<file path="src/rtl/fetch_unit_pf.sv">
// Prefetching instruction fetch unit.
// Streams sequential word requests to instruction memory, buffers the in-order
// responses in a small FIFO for decode, and restarts the stream on branch,
// JAL and JALR redirects while dropping responses to abandoned requests.
module fetch_unit_pf #(
  parameter int unsigned     XLEN     = 32,
  parameter int unsigned     DEPTH    = 4,
  parameter logic [XLEN-1:0] RESET_PC = '0
) (
  input  logic            clk_i,
  input  logic            PCrst_i,
  // instruction memory request/response
  output logic            imem_req_o,
  output logic [XLEN-1:0] imem_addr_o,
  input  logic            imem_gnt_i,
  input  logic            imem_rvalid_i,
  input  logic [31:0]     imem_rdata_i,
  // decode side
  output logic            instr_valid_o,
  output logic [31:0]     instr_o,
  output logic [XLEN-1:0] instr_pc_o,
  input  logic            instr_ready_i,
  // redirect inputs
  input  logic            BE_i,
  input  logic            UJE_i,
  input  logic            JALRE_i,
  input  logic [XLEN-1:0] redir_pc_i,
  input  logic [XLEN-1:0] REG1_i,
  input  logic [XLEN-1:0] immed_i,
  // link value and status
  output logic [XLEN-1:0] REGD_o,
  output logic            regd_valid_o,
  output logic            misalign_o
);

  localparam int unsigned AW = (DEPTH > 1) ? $clog2(DEPTH) : 1;
  // Counters must hold FIFO occupancy plus outstanding requests (up to 2*DEPTH).
  localparam int unsigned CW = AW + 2;

  logic [XLEN-1:0] fetch_pc_q, fetch_pc_d;
  logic [XLEN-1:0] resp_pc_q, resp_pc_d;
  logic            active_q, active_d;
  logic [CW-1:0]   fifo_count_q, fifo_count_d;
  logic [CW-1:0]   outstanding_q, outstanding_d;
  logic [CW-1:0]   discard_q, discard_d;
  logic [AW-1:0]   rd_ptr_q, rd_ptr_d;
  logic [AW-1:0]   wr_ptr_q, wr_ptr_d;
  logic [XLEN-1:0] regd_q, regd_d;
  logic            regd_valid_q, regd_valid_d;
  logic            misalign_q, misalign_d;

  logic [31:0]     instr_mem_q [DEPTH];
  logic [XLEN-1:0] pc_mem_q    [DEPTH];

  logic            redirect;
  logic            fire;
  logic            pop;
  logic            push;
  logic            drop;
  logic [XLEN-1:0] rel_target;
  logic [XLEN-1:0] jalr_target;
  logic [XLEN-1:0] target;
  logic [XLEN-1:0] target_aligned;

  // Request is held off until the first clock after reset release and while
  // buffered plus in-flight words would exceed the FIFO capacity.
  assign imem_req_o    = active_q && ((fifo_count_q + outstanding_q) < CW'(DEPTH));
  assign imem_addr_o   = fetch_pc_q;
  assign instr_valid_o = (fifo_count_q != '0);
  assign instr_o       = instr_valid_o ? instr_mem_q[rd_ptr_q] : '0;
  assign instr_pc_o    = instr_valid_o ? pc_mem_q[rd_ptr_q] : '0;
  assign REGD_o        = regd_q;
  assign regd_valid_o  = regd_valid_q;
  assign misalign_o    = misalign_q;

  // Handshake qualifiers and redirect target selection (JALR beats JAL beats branch).
  always_comb begin
    redirect       = BE_i | UJE_i | JALRE_i;
    fire           = imem_req_o & imem_gnt_i;
    pop            = instr_valid_o & instr_ready_i;
    drop           = (discard_q != '0);
    push           = imem_rvalid_i & ~drop & ~redirect;
    rel_target     = redir_pc_i + immed_i;
    jalr_target    = (REG1_i + immed_i) & ~XLEN'(1);
    target         = JALRE_i ? jalr_target : rel_target;
    target_aligned = {target[XLEN-1:2], 2'b00};
  end

  // Next-state computation for the fetch pointer, counters and link value.
  always_comb begin
    fetch_pc_d    = fetch_pc_q;
    resp_pc_d     = resp_pc_q;
    active_d      = 1'b1;
    fifo_count_d  = fifo_count_q + CW'(push) - CW'(pop);
    outstanding_d = outstanding_q + CW'(fire) - CW'(imem_rvalid_i);
    discard_d     = discard_q;
    rd_ptr_d      = rd_ptr_q + AW'(pop);
    wr_ptr_d      = wr_ptr_q + AW'(push);
    regd_d        = regd_q;
    regd_valid_d  = 1'b0;
    misalign_d    = 1'b0;

    if (fire) begin
      fetch_pc_d = fetch_pc_q + XLEN'(4);
    end
    if (imem_rvalid_i && drop) begin
      discard_d = discard_q - CW'(1);
    end
    // resp_pc tracks the address of the next response that will be kept.
    if (push) begin
      resp_pc_d = resp_pc_q + XLEN'(4);
    end

    if (redirect) begin
      fetch_pc_d   = target_aligned;
      resp_pc_d    = target_aligned;
      fifo_count_d = '0;
      rd_ptr_d     = '0;
      wr_ptr_d     = '0;
      // Every request still in flight after this edge belongs to the old stream.
      discard_d    = outstanding_d;
      misalign_d   = (target[1:0] != 2'b00);
      if (UJE_i || JALRE_i) begin
        regd_d       = redir_pc_i + XLEN'(4);
        regd_valid_d = 1'b1;
      end
    end
  end

  // State registers.
  always_ff @(posedge clk_i or negedge PCrst_i) begin
    if (!PCrst_i) begin
      fetch_pc_q    <= RESET_PC;
      resp_pc_q     <= RESET_PC;
      active_q      <= 1'b0;
      fifo_count_q  <= '0;
      outstanding_q <= '0;
      discard_q     <= '0;
      rd_ptr_q      <= '0;
      wr_ptr_q      <= '0;
      regd_q        <= '0;
      regd_valid_q  <= 1'b0;
      misalign_q    <= 1'b0;
    end else begin
      fetch_pc_q    <= fetch_pc_d;
      resp_pc_q     <= resp_pc_d;
      active_q      <= active_d;
      fifo_count_q  <= fifo_count_d;
      outstanding_q <= outstanding_d;
      discard_q     <= discard_d;
      rd_ptr_q      <= rd_ptr_d;
      wr_ptr_q      <= wr_ptr_d;
      regd_q        <= regd_d;
      regd_valid_q  <= regd_valid_d;
      misalign_q    <= misalign_d;
    end
  end

  // Prefetch buffer entries: each captures the returned word and its PC on push.
  generate
    for (genvar gi = 0; gi < DEPTH; gi++) begin : g_fifo
      always_ff @(posedge clk_i or negedge PCrst_i) begin
        if (!PCrst_i) begin
          instr_mem_q[gi] <= '0;
          pc_mem_q[gi]    <= '0;
        end else if (push && (wr_ptr_q == AW'(gi))) begin
          instr_mem_q[gi] <= imem_rdata_i;
          pc_mem_q[gi]    <= resp_pc_q;
        end
      end
    end
  endgenerate

  // A response with nothing outstanding means the memory broke the protocol.
  a_rvalid_outstanding: assert property (
    @(posedge clk_i) disable iff (!PCrst_i) imem_rvalid_i |-> (outstanding_q != '0)
  );

endmodule

</file>
<file path="config.mk">
export PLATFORM = sky130hd
export DESIGN_NAME = fetch_unit_pf
export DESIGN_NICKNAME = d
export VERILOG_FILES = /design/src/rtl/fetch_unit_pf.sv
export SDC_FILE = /design/constraint.sdc
export NUM_CORES = 1
export LEC_CHECK = 0
export CAP_MARGIN = 20
export CORE_ASPECT_RATIO = 1.4
export CORE_MARGIN = 10
export CORE_UTILIZATION = 25
export DETAILED_ROUTE_END_ITERATION = 7
export PLACE_DENSITY = 0.47
export SYNTH_ARGS = -nofsm -noshare
export SYNTH_HDL_FRONTEND = slang
export SYNTH_SLANG_ARGS = --single-unit
</file>
<file path="constraint.sdc">
create_clock -name clk_i -period 4 [get_ports clk_i]
set_clock_uncertainty 0.1 [all_clocks]
set_input_delay 0.8 -clock clk_i [delete_from_list [all_inputs] [get_ports clk_i]]
set_output_delay 0.8 -clock clk_i [all_outputs]
set_load 0.01 [all_outputs]
</file>
==> results summary <==
The run finished with clean final reports. The placeable core region is 81500 um2. For this run the aggregate overflow at the end of global routing stands at 0.

The multi-input gate area in the final layout is 11000 um2. Synthesis produced a netlist whose cell count is 1843. After detailed placement, the total cell area comes to 25300 um2. The ratio of cells with drive above 1 in the final layout came out at 24.4%. The tightest min-delay check is of the input port to asynchronous set/reset pin type. In this run the vertical extent of the chip is 358 um. The initial antenna violation count came out at 1.

The final layout net count is 2421. Global routing used 15.0% of the available tracks. The clock period could shrink to 3.75 ns. The total standard cell area after synthesis came out at 20400 um2. After detailed routing, the number of vias per cell comes to 4.82. The synthesized netlist devotes 4.93% of its cell area to XOR and XNOR gates. The hold violation count in the final report came out at 0. The relative slew slack is 46.5%. Power spread over the standard cell area amounts to 432 nW/um2.

The die footprint came out at 93800 um2. The final weighted congestion of routability-driven global placement came out at 0.887. The buffer cell driving the clock tree root is sky130_fd_sc_hd__clkbuf_16. The number of standard-cell rows in the floorplan is 124. IR analysis of the VDD net gives a maximum drop of 0.000341 V. The number of port buffers came out at 263. The number of distinct library cells after synthesis is 75. The final routed DRC violation total is 0. The routed layout has 15900 vias.

STA classifies the critical path startpoint as an input port. In this run, the number of DRC markers left after iteration 0 of detailed routing was 726. The async set-reset flop share out of synthesis is 100%. Traced cell by cell, the critical path runs through clkdlybuf4s50_1 > fa_1 > a21o_1 > a311o_1 > a21oi_4 > a21oi_2 > a221o_1 > o311ai_2 > a211oi_1 > nor3_1 > o21ai_1 > o21a_1. The initial utilization of the core area, before any placement, comes to 25.1%. The synthesis-stage register bit count is 359. The number of fill cells in the layout is 8256. The cell area after layout is 26800 um2. The data arrival time of the critical path came out at 4.12 ns. Setup repair after global routing left no endpoint under its margin. The longest clock path from root to sink contains 3 buffers. After detailed routing, the average wire length per cell comes to 21.3 um.

In this run the worst path has a maximum fanout of 4. Timing analysis after detailed placement gives a worst setup slack of -0.577 ns. The latest clock arrival within the worst-skew pair is 0.59 ns.

Data on the critical path is required at its endpoint by 4.37 ns. STA classifies the critical path endpoint as a flop. The quantity of hold-fixing buffers added after cts is 0. The sequential share of the synthesized area came out at 43.9%. The overall routed net length came out at 70500 um. After synthesis, the mean cell area works out to 11.1 um2. The wire length of the first global-routing pass is 107000 um.

The worst setup path category is input port to flop. Setup violations remaining at the end of the flow were counted as 0. The area overhead of the layout relative to synthesis is 31.2%. The post-route fraction of the period consumed by the critical path came out at 93.7%.

The iteration count of the initial detailed-routing pass is 5. Of all cell types, the one taking the most synthesized area is sky130_fd_sc_hd__dfrtp_1. The horizontal die dimension came out at 262 um. The number of global-route vias before repair came out at 17400. Among all flip-flop cells after synthesis, the most frequent one is sky130_fd_sc_hd__dfrtp_1.

The basic-gate share of the synthesized area counting and, or, nand and nor cells is 10.9%. The number of clock sinks came out at 359. Including well taps, the total number of placed cells is 3228. The number of flops mapped to enable cells by yosys came out at 0. The main combinational cell family by area after synthesis is multiplexers. The largest net degree at the start of global routing is 134. Across the run, the number of max-cap violations was 0. After the flow finishes, the layout carries non-filler instances totaling 3307. The total area of sequential cells is 8990 um2. The fmax came out at 267 MHz. The warning count from the yosys run is 0. The number of nets still failing antenna checks after routing came out at 0. The mux contribution to synthesized area came out at 20.4%. After Yosys synthesis, full adders, half adders and majority gates account for 5.23% of the synthesized area. Sorting the synthesized cells by area gives the leading types as sky130_fd_sc_hd__dfrtp_1 (44%), sky130_fd_sc_hd__mux2_2 (13%), sky130_fd_sc_hd__mux4_2 (6.8%). The maximum level of the CTS H-tree came out at 2. The post-CTS setup buffer count came out at 0. The leakage power figure is 0.0118 uW. The slew of the pin with the lowest slew margin is 0.797 ns.

The share of synthesized area in the top cell type comes to 43.9%. The final-report max-slew violation count is 0. The standard cell with the maximum stage delay on the critical path is sky130_fd_sc_hd__clkdlybuf4s50_1. Pin placement for this block handled 268 I/O pins. The number of CTS-inserted buffers came out at 43.

After layout, the worst setup slack is 0.250 ns. The compound-gate portion of the synthesized area came out at 12.1%. The highest cell delay on the worst timing path came out at 0.53 ns. The CTS tree is done.

The number of antenna diodes came out at 0. The register clock-pin slew on the reported worst setup and hold paths is 0.06 ns. The wire-length estimate of the detail-placed layout is 53000 um.
-- final cells by class --
cell class	instances	share of cell area (%)
multi-input combinational	1360	41.1
tap	1071	5.00
inverter	35	0.490
clock inverter	16	0.826
clock buffer	63	4.79
timing repair buffer	403	14.3
sequential	359	33.5
-- layer usage --
layer  vias to the layer above  wire [um]  GRT usage (%)
li1                       7406          -              -
met1                      7974      27400           16.4
met2                       424      35300           26.5
met3                       120       4390           3.91
met4                         2       3370           6.92
met5                         -         13              0
-- kinds of logic after synthesis --
family	Yosys count
adders and majority gates	83
xor gates and xnor gates	115
buffers and inverters	127
and+or+nand+nor	458
other	2
muxes	309
AOI/OAI and AO/OA	390
DFF	359
-- power by group --
part	switching, uW	total [uW]	internal (uW)
Clock	1680	4180	2500
Sequential	461	4560	4100
Combinational	1340	2850	1510
Total	3480	11600	8110
-- Yosys cell counts, types with 5 or more instances --
cell type / instances
sky130_fd_sc_hd__a211oi_1: 13
sky130_fd_sc_hd__a21o_1: 50
sky130_fd_sc_hd__a21oi_1: 150
sky130_fd_sc_hd__a221o_1: 8
sky130_fd_sc_hd__a22oi_1: 5
sky130_fd_sc_hd__a31oi_1: 13
sky130_fd_sc_hd__and2_1: 16
sky130_fd_sc_hd__and3_1: 22
sky130_fd_sc_hd__and4_1: 5
sky130_fd_sc_hd__buf_1: 13
sky130_fd_sc_hd__clkbuf_1: 72
sky130_fd_sc_hd__dfrtp_1: 359
sky130_fd_sc_hd__ha_1: 79
sky130_fd_sc_hd__inv_1: 33
sky130_fd_sc_hd__mux2_2: 242
sky130_fd_sc_hd__mux4_2: 62
sky130_fd_sc_hd__nand2_1: 109
sky130_fd_sc_hd__nand2b_1: 10
sky130_fd_sc_hd__nand3_1: 39
sky130_fd_sc_hd__nand4_1: 20
sky130_fd_sc_hd__nor2_1: 126
sky130_fd_sc_hd__nor2b_1: 68
sky130_fd_sc_hd__nor3_1: 16
sky130_fd_sc_hd__o21a_1: 15
sky130_fd_sc_hd__o21ai_0: 59
sky130_fd_sc_hd__o21ai_1: 11
sky130_fd_sc_hd__o21bai_1: 9
sky130_fd_sc_hd__o31ai_1: 6
sky130_fd_sc_hd__or2_2: 5
sky130_fd_sc_hd__or3_1: 10
sky130_fd_sc_hd__xnor2_1: 70
sky130_fd_sc_hd__xor2_1: 45
-- final timing paths --
check                                     start              end  slack (ns)  cells after the start
worst max-delay path                 immed_i[1]    resp_pc_q[28]        0.25                     12
worst max register to register  fifo_count_q[1]     discard_q[2]        0.61                     15
min in group clk_i                 pc_mem_q[46]     pc_mem_q[46]        0.38                      2
worst min register to register     pc_mem_q[46]     pc_mem_q[46]        0.38                      2
worst min-delay path                    PCrst_i     regd_valid_o        0.07                      1
max in group asynchronous               PCrst_i  instr_mem_q[15]        2.59                      2
-- stage by stage --
step                      utilization [%]  hold WS (ns)  TNS [ns]  power (uW)
after global placement               31.1         0.357     -9.94        7430
after global routing                 32.9        0.0801         0       12200
after floorplan                         -         0.345         0        6100
final                                32.9        0.0702         0       11600
after detailed placement             31.1         0.370    -10.47        7500
after CTS                            32.9        0.0603         0       11800
-- what timing repair did --
action | 4_1_cts | 5_1_grt
endpoints found under the hold margin | 0 | 0
gates resized for setup | 0 | 3
endpoints found under the setup margin | 0 | 6
-- worst max-delay path: cells and delay by family --
kind                       cells  cell delay [ns]
AOI/OAI and AO/OA              9             2.02
adders and majority gates      1             0.45
buffers and inverters          1             0.53
and+or+nand+nor                1             0.31
-- registers in the layout, summed over array words and instances (netlist names), 4 cells and up --
name,cells
REGD_o,32
resp_pc_q,30
imem_addr_o,30
fifo_count_q,4
pc_mem_q,120
outstanding_q,4
instr_mem_q,128
discard_q,4
-- placed cells by master (no fill, tap or decap), drive strengths merged, types with 5 or more instances in the layout --
| master | count |
|---|---|
| dfrtp | 359 |
| clkdlybuf4s50 | 262 |
| mux2 | 243 |
| a21oi | 152 |
| buf | 141 |
| nor2 | 126 |
| nand2 | 109 |
| ha | 79 |
| o21ai | 71 |
| xnor2 | 70 |
| nor2b | 68 |
| clkbuf | 63 |
| mux4 | 62 |
| a21o | 50 |
| xor2 | 45 |
| nand3 | 39 |
| inv | 37 |
| and3 | 22 |
| nand4 | 20 |
| and2 | 17 |
| nor3 | 16 |
| o21a | 15 |
| a31oi | 14 |
| a211oi | 13 |
| or3 | 10 |
| nand2b | 10 |
| o21bai | 9 |
| a221o | 8 |
| o31ai | 7 |
| clkinv | 7 |
| or2 | 6 |
| and4 | 5 |
| a22oi | 5 |
| conb | 5 |
No activity file was read; power rests on OpenSTA's default activity.
==> patch (same flow settings) <==
Take the reset off `outstanding_q` and load it in a clocked block of its own.
--- a/src/rtl/fetch_unit_pf.sv
+++ b/src/rtl/fetch_unit_pf.sv
@@ -135,5 +135,4 @@
       active_q      <= 1'b0;
       fifo_count_q  <= '0;
-      outstanding_q <= '0;
       discard_q     <= '0;
       rd_ptr_q      <= '0;
@@ -147,5 +146,4 @@
       active_q      <= active_d;
       fifo_count_q  <= fifo_count_d;
-      outstanding_q <= outstanding_d;
       discard_q     <= discard_d;
       rd_ptr_q      <= rd_ptr_d;
@@ -155,4 +153,8 @@
       misalign_q    <= misalign_d;
     end
+  end
+
+  always_ff @(posedge clk_i) begin
+    outstanding_q <= outstanding_d;
   end
 
Function: changed (Yosys sat finds a counterexample within 4 cycles, from zero or initial values and one cycle with PCrst_i low).
==> patch against the original RTL <==
- utilization is essentially flat
- combinational power is essentially flat
- total power shrank 1.3%
- count of clock-buffer cells in the layout shrank 6
- design area shrank 0.25%
- cell count is essentially flat
- die area is essentially flat
- global-route usage grew 0.052 points
- setup slack lost 0.077 ns
- sequential cell count is the same
- wire length is essentially flat
- synthesized cell count is the same
- synthesized area is essentially flat
- critical endpoint is now imem_addr_o[22]$_DFFE_PN0N_
- largest cell class unchanged
- largest power group unchanged
==> patch: results (changes against the original RTL) <==
stage	metric	value	unit	change
grt	grt_pass1_wl	108000	um	was 107000 um
cells_and_area	buffer_area_frac	0.145		was 0.143
synth	ys.flop_type	dfrtp_1		unchanged
clock_network	cts_resized	0		unchanged
synth	synth.area.top_cells	dfrtp_1 44%, mux2_2 13%, mux4_2 6.8%, ha_1 4.8%, a21oi_1 3.7%		unchanged
worst_hold_path	min_path_type	input pin to async pin		unchanged
timing	worstMarginPinSlew	0.866	ns	was 0.797 ns
cells_and_area	fillers	8254		was 8256
cells_and_area	buffers_excl_clock	406		was 403
pwr	pwr-share-clk	0.353		was 0.361
route	wl	70500	um	about the same
cells_and_area	clock_buffer_count	57		was 63
floorplanning	fp.dieArea	0.0937	mm2	was 0.0938 mm2
route	drt-initial-drc-count	761		was 726
grt	grt_pass1_vias	17332		was 17355
clock_network	cts_buffers	42		was 43
worst_setup_path	startpoint	immed_i[0]		was immed_i[1]
cells_and_area	regArea	0.00897	mm2	was 0.00899 mm2
cells_and_area	drive_gt1_frac	0.242		was 0.244
synth	yosysUniqueCellTypes	76		was 75
grt	antenna_found_initial	0		was 1
pwr	p_leak	11.8	nW	about the same
status	status	finished clean		unchanged
synth	synthTopCellsByCount	355 x dfrtp_1, 242 x mux2_2, 150 x a21oi_1		was 359 x dfrtp_1, 242 x mux2_2, 150 x a21oi_1
route	num_vias	15938		was 15926
pwr	intPower	0.00796	W	was 0.00811 W
cells_and_area	clock_area_frac	0.0535		was 0.0561
clock_network	cts_root_buf	clkbuf_16		unchanged
cells_and_area	multi_input_area_share	0.412		was 0.411
grt	grt_start_max_net_pins	100		was 134
placed_design	gp_congestion	0.936		was 0.887
placed_design	dpl_cell_area	0.0253	mm2	about the same
synth	async_reset_ff_frac	0.989		was 1.00
grt	grt.total_usage	0.150		about the same
worst_setup_path	worst-r2r-setup-slack	0.66	ns	was 0.61 ns
pwr	peakVddDrop	0.394	mV	was 0.341 mV
placed_design	dp_hpwl	53300	um	was 53000 um
cells_and_area	nNetsFinal	2423		was 2421
synth	seq_area_frac_synth	0.439		about the same
[patch: cell types whose count changed in the layout (fill, tap and decap cells not counted), moves of 2 or more]
cell / change
clkinv_4: -2
dfxtp_1: +4
clkinv_2: +6
clkbuf_1: +2
dfrtp_1: -4
clkbuf_16: -3
buf_12: +2
clkbuf_8: -5
[patch: through the flow]
step / setup TNS, ns / total power [W] / setup slack (ns) / instances
floorplan: 0 / 0.00610 / 0.347 / 1846
global placement: -6.52 / 0.00744 / -0.340 / 3231
detailed placement: -7.09 / 0.00751 / -0.400 / 3231
CTS: 0 / 0.0117 / 0.193 / 3309
global route: 0 / 0.0121 / 0.0289 / 3309
finish: 0 / 0.0114 / 0.173 / 3309
[patch: worst max-delay path, cell delays in order]
cell             delay, ns
clkdlybuf4s50_1       0.44
and2_1                0.18
fa_1                  0.39
a21o_1                0.24
a311o_1               0.41
a21oi_4               0.16
a21oi_2               0.09
a221o_1               0.45
o31a_1                0.31
xnor2_1               0.15
a2bb2oi_1             0.31
o21ai_1               0.13
o21a_1                0.13
[patch: logic make-up after synthesis]
kind of cell / count (synthesis) / share of synthesized area
simple gates: 458 / 0.109
compound gates: 390 / 0.121
flops: 359 / 0.439
mux: 309 / 0.205
buf+inv: 127 / 0.0243
xor+xnor: 115 / 0.0493
fa+ha+maj: 83 / 0.0523
other cells: 2 / 0.000368
[patch: routing by layer]
layer	up-vias	part of all wire	track usage	routed length (um)
li1	7412	-	-	-
met5	-	0	0	0
met2	423	0.51	0.270	35600
met1	8015	0.39	0.167	27700
met3	88	0.065	0.0412	4620
met4	0	0.036	0.0534	2550
